===== config.mk =====
export PLATFORM = sky130hd
export DESIGN_NAME = dll_trunc_index_gen
export DESIGN_NICKNAME = d
export VERILOG_FILES = /design/src/rtl/dll_trunc_index_gen.sv
export SDC_FILE = /design/constraint.sdc
export NUM_CORES = 1
export LEC_CHECK = 0
export CORE_MARGIN = 4
export CORE_UTILIZATION = 59
export DETAILED_ROUTE_END_ITERATION = 16
export GPL_TIMING_DRIVEN = 0
export PLACE_DENSITY = 0.87
export SLEW_MARGIN = 20
export SYNTH_ARGS = -nofsm -noshare
export SYNTH_HDL_FRONTEND = slang
export SYNTH_SLANG_ARGS = --single-unit

===== constraint.sdc =====
create_clock -name clk -period 4.55 [get_ports clk]
set_clock_uncertainty 0.15 [all_clocks]
set_input_delay 0.91 -clock clk [delete_from_list [all_inputs] [get_ports clk]]
set_output_delay 0.91 -clock clk [all_outputs]
set_load 0.01 [all_outputs]

===== src/rtl/dll_trunc_index_gen.sv =====
// -----------------------------------------------------------------------------
// dll_trunc_index_gen
//
// Watches the 19-bit signed correlator dump values that feed dll_truncate and
// generates the 5-bit truncation index that selects dll_truncate's 9-bit
// window. Once per window of DUMP_WINDOW dumps, the peak magnitude is reduced
// to its leading-one position and the index is updated. The update attacks
// quickly, jumping straight up to the target. It releases slowly, stepping
// down by one per window. Every dump that the current index would clip is
// flagged on sat_event.
//
// Parameters
//   DUMP_WINDOW  dumps per evaluation window, legal 1..255
//
// Ports
//   clk          system clock, all state on the rising edge
//   reset        asynchronous, active-high reset
//   dump_valid   one-cycle strobe, in is valid this cycle
//   in           19-bit signed two's-complement dump value
//   index        current truncation index, 9..18, registered
//   index_valid  one-cycle pulse on the cycle after index was re-evaluated
//   sat_event    one-cycle pulse: the previous dump did not fit index+1 bits
// -----------------------------------------------------------------------------
module dll_trunc_index_gen #(
  parameter int unsigned DUMP_WINDOW = 16
) (
  input  logic        clk,
  input  logic        reset,
  input  logic        dump_valid,
  input  logic [18:0] in,
  output logic [4:0]  index,
  output logic        index_valid,
  output logic        sat_event
);

  localparam logic [7:0] WIN = 8'(DUMP_WINDOW);

  typedef enum logic {
    ACCUM,
    EVAL
  } state_t;

  state_t      state, state_nxt;
  logic [18:0] peak, peak_nxt;
  logic [7:0]  count, count_nxt;
  logic [4:0]  index_nxt;
  logic [18:0] mag;
  logic [4:0]  lead_pos;
  logic [4:0]  target;
  logic        clip;

  // Magnitude of the dump. The most negative value has no positive twin in
  // 19 bits, so it saturates to the largest positive magnitude.
  always_comb begin
    if (!in[18]) begin
      mag = in;
    end else if (in[17:0] == '0) begin
      mag = 19'h3_FFFF;
    end else begin
      mag = -in;
    end
  end

  // Leading-one position of the window peak. The ascending loop leaves the
  // highest set bit. A zero peak reports position 0.
  always_comb begin
    lead_pos = '0;
    for (int i = 0; i < 19; i++) begin
      if (peak[i]) lead_pos = 5'(i);
    end
  end

  // target = clamp(lead_pos + 1, 9, 18)
  always_comb begin
    if (lead_pos >= 5'd17) begin
      target = 5'd18;
    end else if (lead_pos <= 5'd8) begin
      target = 5'd9;
    end else begin
      target = lead_pos + 5'd1;
    end
  end

  // The dump fits index+1 signed bits only when every bit from index up to
  // the sign bit is a copy of the sign. The check uses the index that is
  // present in the dump cycle.
  always_comb begin
    clip = 1'b0;
    for (int i = 0; i < 18; i++) begin
      if ((5'(i) >= index) && (in[i] != in[18])) clip = 1'b1;
    end
  end

  // Next-state logic. Peak and count start from scratch in EVAL, but a dump
  // landing in that cycle opens the next window. With a one-dump window that
  // same dump completes the new window at once, so EVAL is re-entered.
  always_comb begin
    // NOTE: every signal driven here gets a default before any branch, so no
    // path can leave it unassigned and infer a latch.
    state_nxt = state;
    peak_nxt  = peak;
    count_nxt = count;
    index_nxt = index;
    case (state)
      ACCUM: begin
        if (dump_valid) begin
          peak_nxt  = (mag > peak) ? mag : peak;
          count_nxt = count + 8'd1;
          if (count_nxt == WIN) state_nxt = EVAL;
        end
      end
      EVAL: begin
        if (target > index) begin
          index_nxt = target;
        end else if (target < index) begin
          index_nxt = index - 5'd1;
        end
        peak_nxt  = '0;
        count_nxt = '0;
        state_nxt = ACCUM;
        if (dump_valid) begin
          peak_nxt  = mag;
          count_nxt = 8'd1;
          if (WIN == 8'd1) state_nxt = EVAL;
        end
      end
      default: state_nxt = ACCUM;
    endcase
  end

  // NOTE: the state registers use non-blocking assignments, so every register
  // samples the pre-edge values no matter how the statements are ordered. The
  // reset is in the sensitivity list, so it clears the registers without
  // waiting for a clock edge.
  always_ff @(posedge clk or posedge reset) begin
    if (reset) begin
      state       <= ACCUM;
      peak        <= '0;
      count       <= '0;
      index       <= 5'd18;
      index_valid <= 1'b0;
      sat_event   <= 1'b0;
    end else begin
      state       <= state_nxt;
      peak        <= peak_nxt;
      count       <= count_nxt;
      index       <= index_nxt;
      index_valid <= (state == EVAL);
      sat_event   <= dump_valid & clip;
    end
  end

endmodule

==> results.ini <==
[timing]
finalSetupTns_ns = 0
timing.fmax_mhz = 228
slew_headroom = 0.531
post-route-period-util = 0.966
setup_viol = 0
final.min_clock_period_ns = 4.39
slew_violations = 0
finalHoldViolations = 0
finalWorstSetupSlack_ns = 0.156
worst_slew_pin_slew_ns = 0.702
holdWs_ns = 0.327

[cells_and_area]
postLayoutCellArea_um2 = 3830
final_util = 0.696
final_cells = 516
antennaDiodeCount = 0
nFillCells = 456
final_nets = 499
final_common_cell = nand2_1
drive_gt1_frac = 0.0743
syn2layout_area_growth_pct = 14.2
final_cell_mix = 35 x nand2_1, 34 x inv_1, 34 x ha_1, 33 x nor2_1, 33 x dfrtp_1
register_area_um2 = 878
multi_input_area_um2 = 2310

[route]
vias = 3332
drt-met1-wl_um = 3910
first_pass_iters = 5
initialDrtViolationCount = 234
vias_per_cell = 6.46
wl_um = 8740
highest_layer = met4
drc = 0
postRouteAntennaNets = 0
wl_met3_um = 559
dr_wl_met2_um = 4050
wl_per_cell_um = 16.9

[placed_design]
gp_congestion = 0.943
dp_cells = 507
placed_cell_area_um2 = 3680
hpwl_um = 6640
port_buffers = 23
dp_slack_ns = -0.397

[die]
dieArea_um2 = 6960
start_util = 0.609
placementRows = 27
core_um2 = 5510
fp.dieW_um = 83.4
pin_count = 29
die_h_um = 83.4

[critical_path]
crit_type = in -> reg
cp-start-kind = input port
cp_max_fo = 10
cp_data_required_time_ns = 4.58
cp-end-kind = register
critical_path_arrival_ns = 4.42
timing.rr.start = peak[4]
reg2reg_slack_ns = 0.34
reg2regPathDepth = 16
reg2reg_to = index[2]

[synth]
synth-main-ff-cell = dfrtp_1
seq_area_frac_synth = 0.262
yosys_warnings = 0
avgSynthCellArea_um2 = 8.14
syn-num-nets = 468
syn_area_um2 = 3360
ys_seq_elements = 35
synth-edff-count = 0
synthCells = 412
ys_types = 64
ys_async_sr_fraction = 1.00

[grt]
grt_max_degree = 36
grt_first_pass_wirelength_um = 14600
grt_pass1_vias = 3110
antenna_found_initial = 0
grt.overflow.total = 0
grt_usage = 0.250

[clock_network]
root_buffer = clkbuf_8
ctsHoldBuffers = 0
cts_inserted_buffers = 5
htreeDepth = 2
worstSkewPairLatency_ns = 0.29
clockBufferDepth = 2
clock_sinks = 35
cts_tree = built
clk_pin_slew_ns = 0.07

[min_path]
hold_path_depth = 0
hp-class = reg -> reg
min_to = index_valid
min-delay-start = state

[power_and_ir_drop]
powerDensity_nw_per_um2 = 550
p_leak_nw = 1.72
peakVddDrop_uv = 254
power_mw = 2.11

[flow_run]
max_cap_violations = 0

[status]
status = completed

## report_power, final
part | switching, mW | internal [mW] | leakage (nW) | total [mW]
clock network | 0.111 | 0.107 | 0.0422 | 0.218
logic | 0.752 | 0.553 | 1.24 | 1.31
registers | 0.142 | 0.441 | 0.436 | 0.583
## cells in the mapped netlist (all sizes together) (2+ instances only)
| cell | number | share of area |
|---|---|---|
| and3 | 6 | 0.011 |
| buf | 12 | 0.017 |
| a21oi | 22 | 0.033 |
| a31oi | 4 | 0.0075 |
| and2 | 3 | 0.0056 |
| a211o | 2 | 0.0052 |
| mux2i | 2 | 0.0060 |
| nand4 | 8 | 0.015 |
| a311oi | 3 | 0.0097 |
| o22ai | 3 | 0.0056 |
| nand3b | 5 | 0.011 |
| nor3 | 11 | 0.018 |
| a21o | 3 | 0.0067 |
| nand2 | 35 | 0.039 |
| o211ai | 5 | 0.013 |
| o2bb2ai | 2 | 0.0052 |
| dfrtp | 33 | 0.25 |
| xnor2 | 4 | 0.010 |
| ha | 34 | 0.13 |
| a22o | 19 | 0.050 |
| a221oi | 5 | 0.015 |
| inv | 35 | 0.039 |
| clkbuf | 8 | 0.0089 |
| o41ai | 2 | 0.0075 |
| nor2 | 33 | 0.037 |
| nand3 | 19 | 0.028 |
| a211oi | 5 | 0.011 |
| nor2b | 4 | 0.0075 |
| dfstp | 2 | 0.016 |
| nand2b | 3 | 0.0056 |
| o31ai | 5 | 0.011 |
| and4 | 3 | 0.0078 |
| nor4 | 6 | 0.019 |
| or4 | 2 | 0.0045 |
| o21a | 4 | 0.0089 |
| xor2 | 18 | 0.047 |
| a22oi | 2 | 0.0045 |
| or3 | 4 | 0.0089 |
| o311ai | 4 | 0.010 |
| o21ai | 20 | 0.030 |
## cell families after synthesis
kind of cell,Yosys count,synth area share
other,1,0.00112
DFF,35,0.262
adders and majority gates,34,0.127
AOI/OAI and AO/OA,118,0.256
muxes,2,0.00597
buffers and inverters,55,0.0649
and+or+nand+nor,145,0.226
xor gates and xnor gates,22,0.0574
## worst max-delay path, stage by stage
cell           delay, ns
dlygate4sd2_1       0.35
inv_1               0.11
ha_1                0.26
nor3b_1             0.16
and4_1              0.25
and3_1              0.24
nor3_1              0.18
a21oi_1             0.12
ha_1                0.34
nand4_1             0.12
nor3_1              0.29
o311ai_1            0.15
o211ai_1            0.22
o211ai_4            0.21
buf_2               0.25
a22o_1              0.25
## metal layers
| metal | up-vias | track usage |
|---|---|---|
| li1 | 1576 | - |
| met1 | 1569 | 0.336 |
| met2 | 157 | 0.410 |
| met3 | 30 | 0.0377 |
| met4 | 0 | 0.0892 |
| met5 | - | 0 |
## how the worst max path moves through the flow
stage | endpoint | startpoint | slack (ns) | cells after the start
after floorplan | peak[10] | in[9] | 0.60 | 14
after global placement | peak[1] | in[0] | -0.35 | 16
after detailed placement | peak[7] | in[1] | -0.40 | 16
after CTS | peak[1] | in[3] | 0.007 | 14
after global routing | peak[7] | in[1] | -0.00007 | 16
final | peak[1] | in[1] | 0.16 | 16
## sequential cells by signal, indices dropped and copies added (netlist names)
signal / cells
count: 8
index: 5
index_valid: 1
peak: 19
sat_event: 1
state: 1
## final cells by class
class                           instances  share of cell area
Multi-Input combinational cell        322               0.604
Timing Repair Buffer                   24              0.0640
Clock buffer                            7              0.0199
Sequential cell                        35               0.229
Tap cell                               72              0.0235
Clock inverter                          1             0.00131
Inverter                               35              0.0343
Buffer                                 20              0.0242
## repair_timing
action,4_1_cts,5_1_grt
pin swaps,2,2
buffers inserted,1,0
setup endpoints to repair,11,24
resized for setup,7,16
Power figures use the tool's default switching activity.
